<file path="src/rtl/calendar_bcd_ext.sv">
// BCD day/month/year counter advanced by the time-of-day day carry, with manual per-field inc/dec.
// Latency: Data/leap/year_wrap are registered one cycle behind the internal date counters.
// No backpressure: a day_tick during a manual edit is queued (depth one) and applied on the next free cycle.
module calendar_bcd_ext #(
  parameter int          YEAR_DIGITS = 2,
  parameter logic [15:0] RESET_YEAR  = 16'h2000,
  parameter int          GREGORIAN   = 1
) (
  input  logic                       Clk,
  input  logic                       Reset,
  input  logic                       day_tick,
  input  logic [2:0]                 cnt_inc,
  input  logic [2:0]                 cnt_dec,
  output logic [15+4*YEAR_DIGITS:0]  Data,
  output logic                       leap,
  output logic                       year_wrap
);

  localparam int            YW       = 4 * YEAR_DIGITS;
  localparam logic [YW-1:0] YEAR_MAX = {YEAR_DIGITS{4'h9}};
  localparam logic [YW-1:0] YEAR_RST = RESET_YEAR[YW-1:0];

  // Two-digit BCD +1 / -1 (callers handle the field-specific wrap points).
  function automatic logic [7:0] bcd2_inc(input logic [7:0] x);
    return (x[3:0] == 4'd9) ? {x[7:4] + 4'd1, 4'd0} : {x[7:4], x[3:0] + 4'd1};
  endfunction

  function automatic logic [7:0] bcd2_dec(input logic [7:0] x);
    return (x[3:0] == 4'd0) ? {x[7:4] - 4'd1, 4'd9} : {x[7:4], x[3:0] - 4'd1};
  endfunction

  // Year ripple increment/decrement; overflow past all-nines wraps to zero and vice versa.
  function automatic logic [YW-1:0] year_inc(input logic [YW-1:0] y);
    logic [YW-1:0] r;
    logic          c;
    r = y;
    c = 1'b1;
    for (int i = 0; i < YEAR_DIGITS; i++) begin
      if (c) begin
        if (y[4*i +: 4] == 4'd9) begin
          r[4*i +: 4] = 4'd0;
        end else begin
          r[4*i +: 4] = y[4*i +: 4] + 4'd1;
          c = 1'b0;
        end
      end
    end
    return r;
  endfunction

  function automatic logic [YW-1:0] year_dec(input logic [YW-1:0] y);
    logic [YW-1:0] r;
    logic          b;
    r = y;
    b = 1'b1;
    for (int i = 0; i < YEAR_DIGITS; i++) begin
      if (b) begin
        if (y[4*i +: 4] == 4'd0) begin
          r[4*i +: 4] = 4'd9;
        end else begin
          r[4*i +: 4] = y[4*i +: 4] - 4'd1;
          b = 1'b0;
        end
      end
    end
    return r;
  endfunction

  // Two BCD digits divisible by 4: even tens needs units 0/4/8, odd tens needs 2/6.
  function automatic logic div4(input logic [7:0] two);
    if (two[4]) return (two[3:0] == 4'd2) || (two[3:0] == 4'd6);
    else        return (two[3:0] == 4'd0) || (two[3:0] == 4'd4) || (two[3:0] == 4'd8);
  endfunction

  function automatic logic is_leap(input logic [YW-1:0] y);
    logic [15:0] y16;
    y16 = 16'(y);
    if (GREGORIAN != 0 && YEAR_DIGITS == 4 && y16[7:0] == 8'h00) return div4(y16[15:8]);
    else                                                        return div4(y16[7:0]);
  endfunction

  function automatic logic [7:0] days_in(input logic [7:0] m, input logic lp);
    case (m)
      8'h02:                      return lp ? 8'h29 : 8'h28;
      8'h04, 8'h06, 8'h09, 8'h11: return 8'h30;
      default:                    return 8'h31;
    endcase
  endfunction

  logic [7:0]    day_q, mon_q, day_n, mon_n, last_n, day_op;
  logic [YW-1:0] year_q, year_n;
  logic          pend_q, pend_n, wrap_q, wrap_n;
  logic          manual;
  logic          d_inc, d_dec, m_inc, m_dec, y_inc, y_dec;

  assign manual = |{cnt_inc, cnt_dec};
  assign d_inc  = cnt_inc[0] & ~cnt_dec[0];
  assign d_dec  = cnt_dec[0] & ~cnt_inc[0];
  assign m_inc  = cnt_inc[1] & ~cnt_dec[1];
  assign m_dec  = cnt_dec[1] & ~cnt_inc[1];
  assign y_inc  = cnt_inc[2] & ~cnt_dec[2];
  assign y_dec  = cnt_dec[2] & ~cnt_inc[2];

  // Next date: manual edits take priority over ticks; ticks seen during edits are queued.
  always_comb begin
    day_n  = day_q;
    mon_n  = mon_q;
    year_n = year_q;
    pend_n = pend_q;
    wrap_n = 1'b0;
    last_n = days_in(mon_q, is_leap(year_q));
    day_op = day_q;
    if (manual) begin
      if (y_inc)      year_n = year_inc(year_q);
      else if (y_dec) year_n = year_dec(year_q);
      if (m_inc)      mon_n = (mon_q == 8'h12) ? 8'h01 : bcd2_inc(mon_q);
      else if (m_dec) mon_n = (mon_q == 8'h01) ? 8'h12 : bcd2_dec(mon_q);
      // Day edits see the month/year as they will be after this update.
      last_n = days_in(mon_n, is_leap(year_n));
      if (d_inc)      day_op = (day_q >= last_n) ? 8'h01 : bcd2_inc(day_q);
      else if (d_dec) day_op = (day_q == 8'h01) ? last_n : bcd2_dec(day_q);
      day_n  = (day_op > last_n) ? last_n : day_op;
      pend_n = pend_q | day_tick;
    end else if (day_tick | pend_q) begin
      // A fresh tick on top of a queued one applies one and keeps the other queued.
      pend_n = day_tick & pend_q;
      if (day_q >= last_n) begin
        day_n = 8'h01;
        if (mon_q == 8'h12) begin
          mon_n  = 8'h01;
          year_n = year_inc(year_q);
          wrap_n = (year_q == YEAR_MAX);
        end else begin
          mon_n = bcd2_inc(mon_q);
        end
      end else begin
        day_n = bcd2_inc(day_q);
      end
    end
  end

  // Date counters, tick queue and wrap flag.
  always_ff @(posedge Clk or posedge Reset) begin
    if (Reset) begin
      day_q  <= 8'h01;
      mon_q  <= 8'h01;
      year_q <= YEAR_RST;
      pend_q <= 1'b0;
      wrap_q <= 1'b0;
    end else begin
      day_q  <= day_n;
      mon_q  <= mon_n;
      year_q <= year_n;
      pend_q <= pend_n;
      wrap_q <= wrap_n;
    end
  end

  // Registered outputs, one cycle behind the counters.
  always_ff @(posedge Clk or posedge Reset) begin
    if (Reset) begin
      Data      <= {8'h01, 8'h01, YEAR_RST};
      leap      <= is_leap(YEAR_RST);
      year_wrap <= 1'b0;
    end else begin
      Data      <= {day_q, mon_q, year_q};
      leap      <= is_leap(year_q);
      year_wrap <= wrap_q;
    end
  end

endmodule

</file>
<file path="config.mk">
export PLATFORM = sky130hd
export DESIGN_NAME = calendar_bcd_ext
export DESIGN_NICKNAME = d
export VERILOG_FILES = /design/src/rtl/calendar_bcd_ext.sv
export SDC_FILE = /design/constraint.sdc
export NUM_CORES = 1
export LEC_CHECK = 0
export ABC_AREA = 1
export BUFFER_PORTS_ARGS = -buffer_cell sky130_fd_sc_hd__buf_2
export CORE_MARGIN = 5
export CORE_UTILIZATION = 60
export CTS_CLUSTER_DIAMETER = 150
export DETAILED_ROUTE_END_ITERATION = 10
export GPL_TIMING_DRIVEN = 0
export PLACE_DENSITY = 0.87
export SLEW_MARGIN = 15
export SYNTH_ARGS = -nofsm -noshare
export SYNTH_HDL_FRONTEND = slang
export SYNTH_SLANG_ARGS = --single-unit
</file>
<file path="constraint.sdc">
create_clock -name Clk -period 4.65 [get_ports Clk]
set_input_delay 0.2325 -clock Clk [delete_from_list [all_inputs] [get_ports Clk]]
set_output_delay 0.2325 -clock Clk [all_outputs]
set_load 0.03 [all_outputs]
</file>
==> results by group, run 1 <==
Outcome
  • Status: complete, no violations

Drt
  • Post-route antenna net violation count: 0
  • DR DRC count: 0
  • Initial DRC count: 326
  • Drt total wl: 9.227 mm
  • WL per Instance: 14.07 um
  • Pre-antenna DRT Iters: 5
  • DR vias/cell: 5.710
  • Vias: 3,746

Setup path
  • Crit Path Category: flip-flop to flip-flop
  • Setup crit end kind: flip-flop
  • Critical path required time: 4900 ps
  • Top delay family on crit path: simple AND/OR/NAND/NOR gates
  • Crit path launch type: flip-flop
  • CP peak stage delay: 480 ps
  • Slowest CP cell: dfrtp_1
  • Arrival time worst endpoint: 4440 ps
  • Most frequent CP cell: nand2_1
  • Crit path max fanout: 8
  • CP Buf/Inv Count: 4

STA
  • Fmax: 238.6 MHz
  • Fin crit share: 90.12%
  • Final setup fails: 0
  • Minimum clock period: 4191 ps
  • Hold Vio Cnt, Final: 0
  • Setup TNS: 0 ps
  • Unrepaired setup endpoints after global routing: false
  • Clk_skew: 3.987 ps
  • Worst Tran Pin Value: between 500 and 600 ps
  • Max-slew violation count: 0
  • Slew margin rel.: 61.55%

Floorplanning
  • Core area: 0.006277 mm^2
  • Die Height: 89.71 um
  • DIE AREA: around 0.0080 mm^2
  • Die W: 89.71 um
  • Initial Util: between 60% and 70%
  • Rows: 29
  • IO Pins: 35

Global route
  • Global-route wire length before repair: 16.35 mm
  • GRT Total Usage: about a quarter
  • Initial antenna violation count: 0
  • Remaining Overflow, GRT: 0
  • Largest net degree at the start of global routing: 28
  • Number of global-route vias before repair: roughly 3,500

Clocking
  • CTS sink cnt: 52
  • Max clock buf depth: 2
  • H-tree levels: 2
  • Clk_lat worst skew: just over 300 ps
  • CTS tree: done
  • Root Driver: clkbuf_8
  • CTS Buf Count: 5
  • Clk slew on worst S/H paths: 90 ps

Final layout
  • Post-layout util: 67.17%
  • FF/Latch Area: about 0.0013 mm^2
  • Area delta synth->final: 10.60%
  • Number of diodes: 0
  • Fill count: 525
  • Multi-input gate area: 0.002205 mm^2
  • Nets@finish: 605
  • Share of layout cells above drive strength 1: 17.44%

Logic synthesis
  • Dominant cells by area after synthesis: dfrtp_1 (31%), nand2_1 (14%), nand3_1 (6.4%)
  • Dominant cell type by area after synthesis: dfrtp_1
  • Distinct cells, synth: 44
  • Mapped Cells: 535
  • Sequential area share after synthesis: 34.30%
  • Area share of the leading cell type in the synthesized netlist: a little under a third
  • Synth Cell Area: 0.003812 mm^2
  • Number of synthesized register bits: 52
  • Mapped Nets: 562
  • Yosys Warn Count: 0
  • Mean Syn Cell Area: 7.126 um^2

Placed design
  • I/O Buffers: 34
  • Routability Congestion: 0.9709
  • Hpwl dp: between 6 and 7 mm

Pwr
  • VDD IR max: 372.4 uV
  • PwrDens: 644.4 mW/mm^2
  • Leak Pwr: 0.002205 uW

Min path
  • Hold Crit Class: input pin to flip-flop

Job
  • Max cap viols: 0
-- placed cells by master, fill, tap and decap left out, drive strengths merged, types with 11 or more instances in the layout --
master	count
nand3	53
dfrtp	47
ha	18
nand4	11
o21ai	36
nor2	76
nand2	150
buf	40
xor2	12
inv	66
a21oi	18
-- repair_timing --
action / 4_1_cts / 5_1_grt
endpoints found under the hold margin: 24 / 0
hold buffers: 1 / 0
setup buffers: 0 / 0
gates resized for setup: 0 / 1
endpoints found under the setup margin: 0 / 1
-- synthesized netlist by cell type (all sizes together) --
master    n
a21boi    1
a21oi    18
a221oi    1
a22oi     2
a31oi     6
and2      2
buf       5
clkbuf    1
clkinv    3
dfrtp    47
dfstp     5
ha       18
inv      66
nand2   150
nand3    53
nand4    11
nor2     76
nor3      4
nor3b     2
o211ai    7
o21ai    36
o21bai    1
o221ai    1
o22ai     2
o311ai    1
o31ai     3
or2       1
xor2     12
-- registers in the layout, summed over array words and instances (netlist names) --
register / flops
Data: 24
mon_q: 8
year_q: 8
day_q: 8
year_wrap: 1
leap: 1
wrap_q: 1
pend_q: 1
-- report_power, final --
part           switching, uW  leakage (uW)  total, uW  internal [uW]
clock                    149     0.0000552        309            160
sequential               164      0.000634        806            642
combinational           1080       0.00152       1600            518
-- stage by stage --
step | hold slack (ps) | power (uW) | instance area (um^2) | setup slack (ps) | cells
5_1_grt | 154.2 | 2982 | 4217 | 7.449 | 656
2_1_floorplan | 331.2 | 2010 | 3812 | 1089 | 535
4_1_cts | 152.4 | 2704 | 4217 | 461.6 | 656
3_3_place_gp | 332.1 | 2332 | 4079 | 522.5 | 646
6_report | 158.9 | 2717 | 4217 | 459.2 | 656
3_5_place_dp | 317.4 | 2370 | 4099 | 517.2 | 647
-- metal layers --
layer / vias to the layer above / part of all wire (%) / track usage, % / wire [um]
met2: 195 / 46 / 37.01 / 4237
met5: - / 0 / 0 / 0
met4: 0 / 2.0 / 7.557 / 187
met3: 22 / 7.5 / 3.589 / 688
met1: 1698 / 45 / 33.74 / 4114
li1: 1831 / - / - / -
-- final timing paths --
path	startpoint	cells after the start	slack, ps	endpoint
max	mon_q[5]$_DFFE_PP0P_	31	460	day_q[0]$_DFFE_PP1P_
min in group asynchronous	Reset	3	510	pend_q$_DFFE_PP0P_
max in group asynchronous	Reset	4	3520	mon_q[0]$_DFFE_PP1P_
max reg2reg	mon_q[5]$_DFFE_PP0P_	31	460	day_q[0]$_DFFE_PP1P_
min reg2reg	wrap_q$_DFF_PP0_	0	360	year_wrap$_DFF_PP0_
min	day_tick	3	160	pend_q$_DFFE_PP0P_
-- cell families (layout without fill, tap and decap cells) --
kind of cell / after synthesis / in the layout / share of synthesized area [%]
AND/OR/NAND/NOR: 299 / 299 / 36.30
AO/OA/AOI/OAI: 79 / 79 / 12.87
buffers and inverters: 75 / 119 / 7.876
flip-flops: 52 / 52 / 34.30
adder cells (fa/ha/maj): 18 / 18 / 5.908
XOR/XNOR: 12 / 12 / 2.757
-- worst min-delay path: stages --
cell	delay, ps
buf_2	90
nand2_1	40
o21ai_0	70
-- area by class of cell --
cell class | count | share of cell area, %
multi-input cells | 408 | 52.28
flip-flops and latches | 52 | 31.01
inverters | 69 | 6.172
repair buffers | 36 | 4.748
well taps | 77 | 2.285
clock buffers | 6 | 1.721
plain buffers | 6 | 0.9496
clock inverters | 2 | 0.8309
No activity file was read; power rests on OpenSTA's default activity.
==> run 2: changes to the inputs <==
Settings changed: REMOVE_ABC_BUFFERS set to 1.
==> run 2 against run 1 <==
Setup slack got worse by 69 ps. Sequential share of layout area rose by 0.24 points. Critical endpoint unchanged. Via count fell by 1.3%. Largest power group unchanged.
==> results by group, run 2 (synthesized netlist as in run 1, its figures left out) <==
Clocking
  • CTS sink cnt: 52 (unchanged)
  • Max clock buf depth: 2 (unchanged)
  • CTS tree: done
  • Clk slew on worst S/H paths: 100 ps (about the same)
  • Root Driver: clkbuf_8
  • CTS Buf Count: 5 (unchanged)
  • H-tree levels: 2 (unchanged)
  • Clk_lat worst skew: 320 ps (about the same)

Placed design
  • I/O Buffers: 34 (unchanged)
  • # placed instances: 641 (-0.93%)
  • Routability Congestion: 0.9207 (-5.2%)
  • Hpwl dp: 6.888 mm (+1.3%)

Final layout
  • Share of layout cells above drive strength 1: 16.93% (-0.52 points)
  • Leading cell type in the layout, fill and taps excluded: nand2_1
  • Reg with most FFs: Data
  • Post-route insts no fill: 650 (-0.91%)
  • Nets@finish: 599 (-0.99%)
  • Commonest cells after routing, fill and taps aside: nand2_1 (141), nor2_1 (60), inv_1 (58), nand3_1 (49), dfrtp_1 (47)
  • Number of diodes: 0 (unchanged)
  • Area delta synth->final: 9.747%
  • Number of flip-flops under the largest register name: 24 (unchanged)
  • Post-layout util: 66.65% (-0.52 points)

Floorplanning
  • Die W: 89.71 um (unchanged)
  • DIE AREA: 0.008048 mm^2 (unchanged)
  • IO Pins: 35 (unchanged)
  • Die Height: 89.71 um (unchanged)
  • Rows: 29 (unchanged)
  • Core area: 0.006277 mm^2 (unchanged)
  • Initial Util: 60.73% (unchanged)

Drt
  • Initial DRC count: 257 (-21%)
  • Vias: 3,699 (-1.3%)
  • DR DRC count: 0 (unchanged)
  • Drt total wl: 9.143 mm (-0.91%)
  • Post-route antenna net violation count: 0 (unchanged)
  • WL per Instance: 14.07 um (about the same)
  • Pre-antenna DRT Iters: 5 (unchanged)
  • DR vias/cell: 5.691 (-0.34%)

STA
  • Setup TNS: 0 ps (unchanged)
  • Max-slew violation count: 0 (unchanged)
  • Clk_skew: 11.04 ps (+7.052 ps)
  • Fmax: 234.8 MHz (-1.6%)
  • Worst Tran Pin Value: 612.0 ps (+37.32 ps)
  • Minimum clock period: 4259 ps (+68.70 ps)
  • Unrepaired setup endpoints after global routing: false
  • Slew margin rel.: 59.16% (-2.4 points)
  • Fin crit share: 91.60% (+1.5 points)
  • Hold slack: 156.7 ps (-2.231 ps)
  • Hold Vio Cnt, Final: 0 (unchanged)
  • Final setup fails: 0 (unchanged)

Global route
  • Global-route wire length before repair: 15.50 mm (-5.2%)
  • Initial antenna violation count: 0 (unchanged)
  • Largest net degree at the start of global routing: 28 (unchanged)
  • Number of global-route vias before repair: 3,437 (-2.6%)
  • Remaining Overflow, GRT: 0 (unchanged)
  • GRT Total Usage: 22.39% (-1.3 points)

Pwr
  • Comb pwr share: 56.6% (-2.4 points)
  • Sequential power share: 31.5% (+1.9 points)
  • Net switching power: 1407 uW (+0.63%)
  • VDD IR max: 360.0 uV (-3.3%)
  • PwrDens: 647.7 mW/mm^2 (+0.51%)
  • Clock network power share: 11.9% (+0.5 points)
  • Switching share of total power: 51.90% (+0.46 points)
  • Leak Pwr: 0.002179 uW (-1.2%)
  • Int Power: 1304 uW (-1.2%)

Min path
  • Worst Hold Launch: day_tick
  • Hold Crit Class: input pin to flip-flop

Setup path
  • Arrival time worst endpoint: 4510 ps (+70 ps)
  • Crit path max fanout: 8 (unchanged)
  • Slowest CP cell: dfrtp_1
  • Setup crit end kind: flip-flop
  • CP peak stage delay: 510 ps (+30 ps)
  • Crit Path Category: flip-flop to flip-flop
  • Reg2reg start: mon_q[5]$_DFFE_PP0P_
  • Crit path launch type: flip-flop
  • CP startpoint: mon_q[5]$_DFFE_PP0P_
  • Critical path required time: 4900 ps (about the same)

Outcome
  • Status: complete, no violations

Job
  • Max cap viols: 0 (unchanged)
-- run 2: changes by cell type in the layout (fill, tap and decap cells not counted) --
cell and change:
buf_2 -2, buf_4 -2, clkbuf_1 -2, buf_6 -1, clkinv_2 -1, clkinvlp_4 +1, inv_6 +1
-- run 2: area by class of cell --
type | instances | area (um^2)
clock inverter | 3 | 46.29
clock buffer | 5 | 68.82
timing repair buffer | 36 | 200.2
tap | 77 | 96.34
sequential | 52 | 1308
multi-input combinational | 408 | 2205
fill | 531 | 2093
inverter | 69 | 260.3
-- run 2: path summary, 6_finish.rpt --
check	end	cells after the start	slack (ps)
setup / recovery	day_q[0]$_DFFE_PP1P_	32	390
hold / removal	pend_q$_DFFE_PP0P_	3	160
setup reg to reg	day_q[0]$_DFFE_PP1P_	32	390
hold reg to reg	year_wrap$_DFF_PP0_	0	350
max in group asynchronous	leap$_DFF_PP1_	4	3540
min in group asynchronous	Data[20]$_DFF_PP0_	3	510
-- run 2: critical path, delay by kind of cell, from the launching register on --
kind | cells | cell delay (ps)
buffers and inverters | 5 | 390
adders and majority gates | 3 | 780
DFF | 1 | 510
AOI/OAI and AO/OA | 1 | 160
and+or+nand+nor | 23 | 2360
-- run 2: through the flow --
stage | power, uW | cell area (um^2) | setup WS (ps)
detailed placement | 2366 | 4059 | 511.1
CTS | 2697 | 4184 | 445.2
finish | 2710 | 4184 | 390.5
floorplan | 1989 | 3772 | 1067
global route | 2952 | 4184 | 11.89
global placement | 2319 | 4039 | 548.4
-- run 2: timing repair --
action / in CTS / in global routing
resized for setup: 0 / 1
endpoints found under the hold margin: 21 / 0
buffers inserted: 0 / 0
setup endpoints to repair: 0 / 1
hold buffers: 1 / 0
-- run 2: power groups by stage --
stage               combinational [uW]  clock (uW)  sequential, uW
global placement                  1470           0             850
global route                      1720         344             888
CTS                               1520         328             851
detailed placement                1510           0             860
finish                            1530         322             854
floorplan                          996           0             993
-- run 2: routing by layer --
| layer | vias to the layer above | share of wire [%] | global-route usage, % |
|---|---|---|---|
| li1 | 1819 | - | - |
| met1 | 1640 | 41 | 28.73 |
| met2 | 209 | 48 | 36.83 |
| met3 | 31 | 9.0 | 4.341 |
| met4 | 0 | 2.4 | 9.320 |
| met5 | - | 0 | 0 |
